File: config.mk
export PLATFORM = sky130hd
export DESIGN_NAME = lane_spawn_scheduler_flat
export DESIGN_NICKNAME = d
export VERILOG_FILES = /design/src/rtl/lane_spawn_if.sv /design/src/rtl/lane_spawn_scheduler.sv /design/src/flat_wrapper.sv
export SDC_FILE = /design/constraint.sdc
export NUM_CORES = 1
export LEC_CHECK = 0
export ABC_AREA = 1
export CAP_MARGIN = 20
export CORE_UTILIZATION = 53
export CTS_BUF_LIST = sky130_fd_sc_hd__clkbuf_16
export CTS_CLUSTER_DIAMETER = 60
export CTS_CLUSTER_SIZE = 28
export DETAILED_ROUTE_END_ITERATION = 8
export MAX_ROUTING_LAYER = met4
export PLACE_DENSITY = 0.79
export SYNTH_ARGS = -nofsm -noshare
export SYNTH_HDL_FRONTEND = slang
export SYNTH_SLANG_ARGS = --single-unit
File: constraint.sdc
create_clock -name clk -period 2.2 [get_ports clk]
set_clock_uncertainty 0.15 [all_clocks]
set_input_delay 0.44 -clock clk [delete_from_list [all_inputs] [get_ports clk]]
set_output_delay 0.44 -clock clk [all_outputs]
set_load 0.02 [all_outputs]
File: src/rtl/lane_spawn_if.sv
// Handshake bundle between the spawn scheduler and its environment.
// The master side drives frame timing, random lanes and the ack; the slave
// side (the scheduler) drives the spawn request and status.
interface lane_spawn_if;
  logic       frameTick;
  logic       enable;
  logic [2:0] obstacleRand;
  logic [2:0] bananaRand;
  logic       spawnAck;
  logic       spawnReq;
  logic [2:0] spawnLane;
  logic       spawnType;
  logic       busy;
  logic [7:0] dropCount;

  modport master (
    output frameTick, enable, obstacleRand, bananaRand, spawnAck,
    input  spawnReq, spawnLane, spawnType, busy, dropCount
  );

  modport slave (
    input  frameTick, enable, obstacleRand, bananaRand, spawnAck,
    output spawnReq, spawnLane, spawnType, busy, dropCount
  );
endinterface

File: src/rtl/lane_spawn_scheduler.sv
// lane_spawn_scheduler: turns free-running 3-bit random lane values into
// obstacle/banana spawn requests. Every SPAWN_PERIOD frame ticks a spawn
// event captures both lanes, forces them distinct, and issues them as two
// req/ack transactions separated by a one-cycle return-to-zero gap.
// Optional macro LANE_REPEAT_AVOID_EN: avoid repeating the previous obstacle
// lane by bumping it to the next lane.
module lane_spawn_scheduler #(
  parameter int NUM_LANES    = 5,
  parameter int SPAWN_PERIOD = 60,
  parameter int CNT_W        = 8
) (
  input  logic         clk,
  input  logic         reset,
  lane_spawn_if.slave  bus
);

  typedef enum logic [1:0] {IDLE, OBS_REQ, GAP, BAN_REQ} state_t;

  state_t           state;
  logic [CNT_W-1:0] period_cnt;
  logic             spawn_evt;
  logic             spawn_req;
  logic [2:0]       spawn_lane;
  logic             spawn_type;
  logic [7:0]       drop_cnt;
  logic [2:0]       cap_obs;
  logic [2:0]       cap_ban;
  logic [2:0]       ban_lane;

  // Fold an out-of-range random value back into the legal lane range.
  function automatic logic [2:0] map_lane(input logic [2:0] v);
    if (v < 3'(NUM_LANES)) return v;
    else                   return v - 3'(NUM_LANES);
  endfunction

  // Neighbouring lane with wrap-around.
  function automatic logic [2:0] next_lane(input logic [2:0] v);
    if (v == 3'(NUM_LANES - 1)) return 3'd0;
    else                        return v + 3'd1;
  endfunction

  assign spawn_evt     = bus.frameTick && bus.enable &&
                         (period_cnt == CNT_W'(SPAWN_PERIOD - 1));
  assign bus.busy      = (state != IDLE);
  assign bus.spawnReq  = spawn_req;
  assign bus.spawnLane = spawn_lane;
  assign bus.spawnType = spawn_type;
  assign bus.dropCount = drop_cnt;

  // Frame-tick period counter; frozen while the game is disabled.
  always_ff @(posedge clk) begin
    if (reset)
      period_cnt <= '0;
    else if (bus.frameTick && bus.enable)
      period_cnt <= spawn_evt ? '0 : period_cnt + CNT_W'(1);
  end

`ifdef LANE_REPEAT_AVOID_EN
  logic [2:0] last_obs;
  logic       last_vld;

  // Remember the obstacle lane once the drawer has accepted it.
  always_ff @(posedge clk) begin
    if (reset) begin
      last_obs <= '0;
      last_vld <= 1'b0;
    end else if (state == OBS_REQ && bus.spawnAck) begin
      last_obs <= spawn_lane;
      last_vld <= 1'b1;
    end
  end

  // Obstacle lane, bumped away from the previously issued one.
  always_comb begin
    cap_obs = map_lane(bus.obstacleRand);
    if (last_vld && cap_obs == last_obs)
      cap_obs = next_lane(last_obs);
  end
`else
  // Obstacle lane straight from the generator.
  always_comb cap_obs = map_lane(bus.obstacleRand);
`endif

  // Banana lane, pushed off the obstacle lane on collision.
  always_comb begin
    cap_ban = map_lane(bus.bananaRand);
    if (cap_ban == cap_obs)
      cap_ban = next_lane(cap_obs);
  end

  // Banana lane is held until BAN_REQ; pure data, so no reset needed.
  always_ff @(posedge clk) begin
    if (state == IDLE && spawn_evt)
      ban_lane <= cap_ban;
  end

  // Handshake FSM with registered request outputs and drop counting.
  always_ff @(posedge clk) begin
    if (reset) begin
      state      <= IDLE;
      spawn_req  <= 1'b0;
      spawn_lane <= '0;
      spawn_type <= 1'b0;
      drop_cnt   <= '0;
    end else begin
      if (spawn_evt && state != IDLE && drop_cnt != 8'hFF)
        drop_cnt <= drop_cnt + 8'd1;
      case (state)
        IDLE: begin
          if (spawn_evt) begin
            state      <= OBS_REQ;
            spawn_req  <= 1'b1;
            spawn_lane <= cap_obs;
            spawn_type <= 1'b0;
          end
        end
        OBS_REQ: begin
          if (bus.spawnAck) begin
            state     <= GAP;
            spawn_req <= 1'b0;
          end
        end
        GAP: begin
          state      <= BAN_REQ;
          spawn_req  <= 1'b1;
          spawn_lane <= ban_lane;
          spawn_type <= 1'b1;
        end
        BAN_REQ: begin
          if (bus.spawnAck) begin
            state     <= IDLE;
            spawn_req <= 1'b0;
          end
        end
        default: begin
          state     <= IDLE;
          spawn_req <= 1'b0;
        end
      endcase
    end
  end

endmodule

File: src/flat_wrapper.sv
// flat-port wrapper written by rule: the top's interface ports become plain ports
module lane_spawn_scheduler_flat 
#(
  parameter int NUM_LANES    = 5,
  parameter int SPAWN_PERIOD = 60,
  parameter int CNT_W        = 8
)
  (clk, reset, bus_frameTick, bus_enable, bus_obstacleRand, bus_bananaRand, bus_spawnAck, bus_spawnReq, bus_spawnLane, bus_spawnType, bus_busy, bus_dropCount);
  lane_spawn_if bus_i ();
  input  logic clk;
  input  logic reset;
  input wire logic [$bits(bus_i.frameTick)-1:0] bus_frameTick;
  input wire logic [$bits(bus_i.enable)-1:0] bus_enable;
  input wire logic [$bits(bus_i.obstacleRand)-1:0] bus_obstacleRand;
  input wire logic [$bits(bus_i.bananaRand)-1:0] bus_bananaRand;
  input wire logic [$bits(bus_i.spawnAck)-1:0] bus_spawnAck;
  output wire logic [$bits(bus_i.spawnReq)-1:0] bus_spawnReq;
  output wire logic [$bits(bus_i.spawnLane)-1:0] bus_spawnLane;
  output wire logic [$bits(bus_i.spawnType)-1:0] bus_spawnType;
  output wire logic [$bits(bus_i.busy)-1:0] bus_busy;
  output wire logic [$bits(bus_i.dropCount)-1:0] bus_dropCount;
  assign bus_i.frameTick = bus_frameTick;
  assign bus_i.enable = bus_enable;
  assign bus_i.obstacleRand = bus_obstacleRand;
  assign bus_i.bananaRand = bus_bananaRand;
  assign bus_i.spawnAck = bus_spawnAck;
  assign bus_spawnReq = bus_i.spawnReq;
  assign bus_spawnLane = bus_i.spawnLane;
  assign bus_spawnType = bus_i.spawnType;
  assign bus_busy = bus_i.busy;
  assign bus_dropCount = bus_i.dropCount;
  lane_spawn_scheduler #(.NUM_LANES(NUM_LANES), .SPAWN_PERIOD(SPAWN_PERIOD), .CNT_W(CNT_W)) u_core (.clk(clk), .reset(reset), .bus(bus_i));
endmodule
=== Yosys cells after proc, flatten, opt, wreduce, memory -nomap -nowiden ===
Index checks and enable logic that the tools add are counted.
W data, S select, Z words.

* Multiplexer cells: 16
* $add $sub $neg: 5
* Shift operators: 0
* Multipliers: 0
* Divide/modulo/power cells: 0
* Bitwise logic cells: 0
* Reduce and logical (&&, ||, !) cells: 12
* Equal/unequal tests: 11
* $lt $le $gt $ge: 2

{| class="wikitable"
|+ Operator list
! operator !! number
|-
| $add A8 B1 Y8 const B || 2
|-
| $mux W3 || 5
|-
| $eq A8 B6 Y1 const B || 1
|-
| $mux W8 || 1
|-
| $ne A8 B8 Y1 const B || 1
|-
| $pmux W2 S4 || 1
|-
| $lt A3 B3 Y1 const B || 2
|-
| $mux W2 || 3
|-
| $pmux W3 S2 || 1
|-
| $sub A3 B3 Y3 const B || 2
|-
| $logic_and A1 B1 Y1 || 5
|-
| $eq A2 B2 Y1 const B || 2
|-
| $ne A2 B1 Y1 const B || 2
|-
| $ne A2 B2 Y1 const B || 2
|-
| $reduce_and A2 Y1 || 2
|-
| $reduce_bool A2 Y1 || 2
|-
| $add A3 B1 Y3 const B || 1
|-
| $eq A3 B3 Y1 || 1
|-
| $eq A3 B3 Y1 const B || 1
|-
| $mux W1 || 3
|-
| $pmux W1 S3 || 1
|-
| $reduce_and A3 Y1 || 1
|-
| $eq A2 B1 Y1 const B || 1
|-
| $logic_not A2 Y1 || 1
|-
| 2 further kinds || 2
|}

* RAM bits: 0
* Output and inout bits: 14
* Input port bits: 11
* Memories kept: 0
* ROM bits: 0
* Latch bits: 0
* Word-level logic and storage cells: 53
* Register bits: 26

=== Depth between registers and ports, before layout ===
* Depth in word-level cells: 5
* Gate-level depth with buffers: 11
* Mapped depth without buffers: 11

=== Worst setup path before layout ===
Ideal clock, no wire load.

* Kind: input-to-reg
* From: input port bus_obstacleRand[0]
* To: register u_core.ban_lane[0] (data pin)
* Path slack: 480 ps
* Library setup time: 256 ps
* Path buffers: 0
* Cell stages on the path: 11
* Data required time: 1794 ps
* Arrival time: 1314 ps
* Path through: inv_1 ha_1 nand2_1 nand2_2 clkinv_1 nand2_1 nand2_1 nand2_1 nor2_1 nand2_1 nand2_1

* Longest elaborated chain between the ends: 5
* Elaborated cells on any way between the ends: 8
* Those cells by class: 2 x add/sub; 1 x order compare; 2 x eq/ne; 3 x mux

{| class="wikitable"
|+ Ends and longest elaborated chain
! what !! line !! text
|-
| start: declaration || flat_wrapper.sv:14 || <nowiki>input wire logic [$bits(bus_i.obstacleRand)-1:0] bus_obstacleRand;</nowiki>
|-
| $sub A3 B3 Y3 or $lt A3 B3 Y1 (tied branches) || lane_spawn_scheduler.sv:33, lane_spawn_scheduler.sv:32 ||
|-
| $mux W3 * || lane_spawn_scheduler.sv:32 || <nowiki>if (v < 3'(NUM_LANES)) return v;</nowiki>
|-
| $add A3 B1 Y3 or $eq A3 B3 Y1 (tied branches) || lane_spawn_scheduler.sv:39, lane_spawn_scheduler.sv:38 ||
|-
| $mux W3 || lane_spawn_scheduler.sv:38 || <nowiki>if (v == 3'(NUM_LANES - 1)) return 3'd0;</nowiki>
|-
| $mux W3 * || lane_spawn_scheduler.sv:87 || <nowiki>if (cap_ban == cap_obs)</nowiki>
|-
| named net u_core.cap_ban[0] || lane_spawn_scheduler.sv:27 || <nowiki>logic [2:0] cap_ban;</nowiki>
|-
| end signal: assignment || lane_spawn_scheduler.sv:94 || <nowiki>ban_lane <= cap_ban;</nowiki>
|-
| end: declaration || lane_spawn_scheduler.sv:28 || <nowiki>logic [2:0] ban_lane;</nowiki>
|}

The timed path passes the listed nets; every way through them passes the cells marked *.
A chain may end at the register's enable or synchronous reset.

=== Final worst setup path ===
* From: register u_core.state[1]
* To: output port bus_busy

* Longest elaborated chain between the ends: 1

{| class="wikitable"
|+ Ends and longest elaborated chain
! what !! line !! text
|-
| start: declaration || lane_spawn_scheduler.sv:19 || <nowiki>state_t state;</nowiki>
|-
| start signal: assignment || lane_spawn_scheduler.sv:100 || <nowiki>state <= IDLE;</nowiki>
|-
| start signal: assignment || lane_spawn_scheduler.sv:111 || <nowiki>state <= OBS_REQ;</nowiki>
|-
| start signal: assignment || lane_spawn_scheduler.sv:119 || <nowiki>state <= GAP;</nowiki>
|-
| $reduce_bool A2 Y1 || lane_spawn_scheduler.sv:44 || <nowiki>assign bus.busy = (state != IDLE);</nowiki>
|-
| end: declaration || flat_wrapper.sv:20 || <nowiki>output wire logic [$bits(bus_i.busy)-1:0] bus_busy;</nowiki>
|}

No other way between the ends.

==> results.json <==
{
  "status": "complete, no violations",
  "synthToLayoutAreaGrowth_pct": 27.8,
  "finish.net_count": 297,
  "cts-root-buf": "sky130_fd_sc_hd__clkbuf_16",
  "drcViolationCount": 0,
  "critical_path_cell_with_the_highest_stage_delay": "sky130_fd_sc_hd__dfxtp_1",
  "grt_overflow_total": 0,
  "postRouteAntennaNets": 0,
  "rsz0062_at_grt": "false",
  "leakage_power_nw": 0.937,
  "worst_setup_path_end_kind": "output pin",
  "final_core_util": 0.723,
  "skew_pair_late_insertion_delay_ns": 0.26,
  "criticalPathCategory": "reg -> out",
  "dp_hpwl_um": 2440,
  "critical_path.max_stage_delay_ns": 0.37,
  "max_slew.worst_pin.slew_ns": 0.270,
  "min_path_type": "reg -> reg",
  "chipHeight_um": 56.5,
  "maximum_fanout_along_the_worst_path": 4,
  "synth_seq_area_share": 0.350,
  "placement_rows": 19,
  "ir_worst_vdd_uv": 552,
  "post_drt_via_cell_ratio": 4.94,
  "timing.reg2reg.setup_slack_ns": 0.49,
  "vias": 1518,
  "first_global_vias": 1345,
  "clockBufferDepth": 2,
  "timing.final.max_slew_violations": 0,
  "hold_violations": 0,
  "initial_utilization": 0.566,
  "max_cap_violations": 0,
  "cts_tree": "done",
  "crit_path_cell_trace": "inv_1 > ha_1 > inv_1 > dlygate4sd2_1",
  "yosys_register_bits": 26,
  "synth.distinct_cells": 25,
  "numClockSinks": 26,
  "route.final.wire_length_um": 3120,
  "min_period_over_period": 0.921,
  "layout.cells.most_common": "sky130_fd_sc_hd__nand2_1",
  "whs_ns": 0.309,
  "rr_startpoint": "u_core.period_cnt[0]",
  "synth.net_count": 258,
  "core_sq_um": 2780,
  "r2r_cells": 8,
  "drive_gt1_frac": 0.120,
  "largest_net_degree_at_the_start_of_global_routing": 15,
  "timing.final.crit_period_ns": 2.03,
  "first_iter_violations": 37,
  "avgRoutedWirePerCell_um": 10.1,
  "overall_global_routing_usage": 0.226,
  "power_density_nw_per_um2": 641,
  "worst_r2r_dst": "u_core.bus.spawnLane[2]",
  "first_pass_iters": 4,
  "cp.required_ns": 1.61,
  "slew_headroom": 0.818,
  "synth_area_sq_um": 1570,
  "whs_path_depth": 2,
  "design.die.area_sq_um": 3190,
  "min_to": "u_core.period_cnt[6]",
  "cts_buffers": 3,
  "holdBufCountCts": 0,
  "synth_area_per_cell_sq_um": 6.61,
  "synth.yosys.warnings": 0,
  "worst_path_most_repeated_cell": "sky130_fd_sc_hd__inv_1",
  "initial_antenna_violation_count": 0,
  "worstHoldStart": "u_core.period_cnt[6]",
  "buffer_ports.inserted": 24,
  "cts.clk_slew.worst_paths_ns": 0.07,
  "layout.cells.most_common_list": "79 x sky130_fd_sc_hd__nand2_1, 29 x sky130_fd_sc_hd__inv_1, 23 x sky130_fd_sc_hd__nor2_1, 23 x sky130_fd_sc_hd__clkdlybuf4s50_1, 23 x sky130_fd_sc_hd__dfxtp_1",
  "die_width_um": 56.5,
  "synthCells": 238,
  "achievable-frequency_mhz": 493,
  "antennaDiodeCount": 0,
  "timing.critical_path.from_type": "register",
  "report.final.setup_viol": 0,
  "worst_ep_arrival_time_ns": 1.44,
  "first_pass_grt_wire_length_um": 5630,
  "htree_levels": 1,
  "boundary_pins": 25,
  "gp_congestion": 0.811
}
## power breakdown
| part | leakage [nW] | internal [mW] | switching, mW | total (mW) |
|---|---|---|---|---|
| registers | 0.213 | 0.511 | 0.0185 | 0.529 |
| clock network | 0.0385 | 0.244 | 0.164 | 0.408 |
| logic | 0.686 | 0.152 | 0.199 | 0.352 |
## routing by layer
layer / GRT usage / wire, um
met5: - / 0
met1: 0.281 / 1500
met4: 0.105 / 65
met2: 0.365 / 1470
met3: 0.0300 / 85
## cell usage after synthesis (all sizes together)
cell type,instances,share of area
a21oi,19,0.072
buf,2,0.010
clkbuf,2,0.0048
clkinv,1,0.0024
dfxtp,23,0.29
edfxtp,3,0.057
ha,9,0.072
inv,31,0.074
nand2,82,0.20
nand3,18,0.060
nand4,2,0.0079
nor2,26,0.073
nor3,7,0.022
o21ai,6,0.019
o21bai,4,0.019
o31ai,1,0.0048
or2,2,0.0079
## registers in the layout, indices dropped and copies added, names as in the netlist
register / cells
u_core.ban_lane: 3
u_core.period_cnt: 8
u_core.bus.spawnLane: 3
u_core.state: 2
u_core.bus.spawnReq: 1
u_core.bus.spawnType: 1
u_core.bus.dropCount: 8
## worst max-delay path: cells and delay by family (launching register included)
family     cells  cell delay, ns
buf+inv        3            0.56
flops          1            0.37
fa+ha+maj      1            0.23
## area by class of cell
type / instances / area (sq um)
inverters: 32 / 120
clock buffers: 3 / 75.1
multi-input cells: 176 / 880
well taps: 31 / 38.8
repair buffers: 38 / 344
flip-flops and latches: 26 / 551
clock inverters: 1 / 3.75
fillers: 241 / 769
## repair_timing
item | in CTS | in global routing
gates resized for setup | 1 | 0
endpoints found under the setup margin | 1 | 0
setup buffers | 0 | 0
## stage by stage
| step | cells | power (mW) | setup TNS, ns | setup slack, ns | instance area, sq um |
|---|---|---|---|---|---|
| 2_1_floorplan | 238 | 0.753 | 0 | 0.480 | 1570 |
| 3_5_place_dp | 303 | 0.896 | -0.288 | -0.0947 | 1930 |
| 3_3_place_gp | 303 | 0.889 | -0.141 | -0.0482 | 1930 |
| 4_1_cts | 307 | 1.29 | 0 | 0.158 | 2010 |
| 5_1_grt | 307 | 1.36 | 0 | 0.0284 | 2010 |
| 6_report | 307 | 1.29 | 0 | 0.173 | 2010 |
## cells by family after synthesis
group,after synthesis,share of synthesized area
and+or+nand+nor,137,0.372
buffers and inverters,36,0.0914
AOI/OAI and AO/OA,30,0.115
DFF,26,0.350
adders and majority gates,9,0.0715
## how the worst max path moves through the flow
| stage | from | endpoint | slack, ns | cells past startpoint |
|---|---|---|---|---|
| finish | u_core.state[1] | bus_busy | 0.17 | 4 |
| global route | bus_obstacleRand[1] | u_core.ban_lane[2] | 0.03 | 12 |
| CTS | u_core.state[0] | bus_busy | 0.16 | 4 |
| detailed placement | bus_obstacleRand[1] | u_core.ban_lane[1] | -0.09 | 12 |
| global placement | bus_obstacleRand[0] | u_core.ban_lane[0] | -0.05 | 12 |
| floorplan | bus_obstacleRand[0] | u_core.ban_lane[0] | 0.48 | 11 |
No activity file was read; power rests on OpenSTA's default activity.
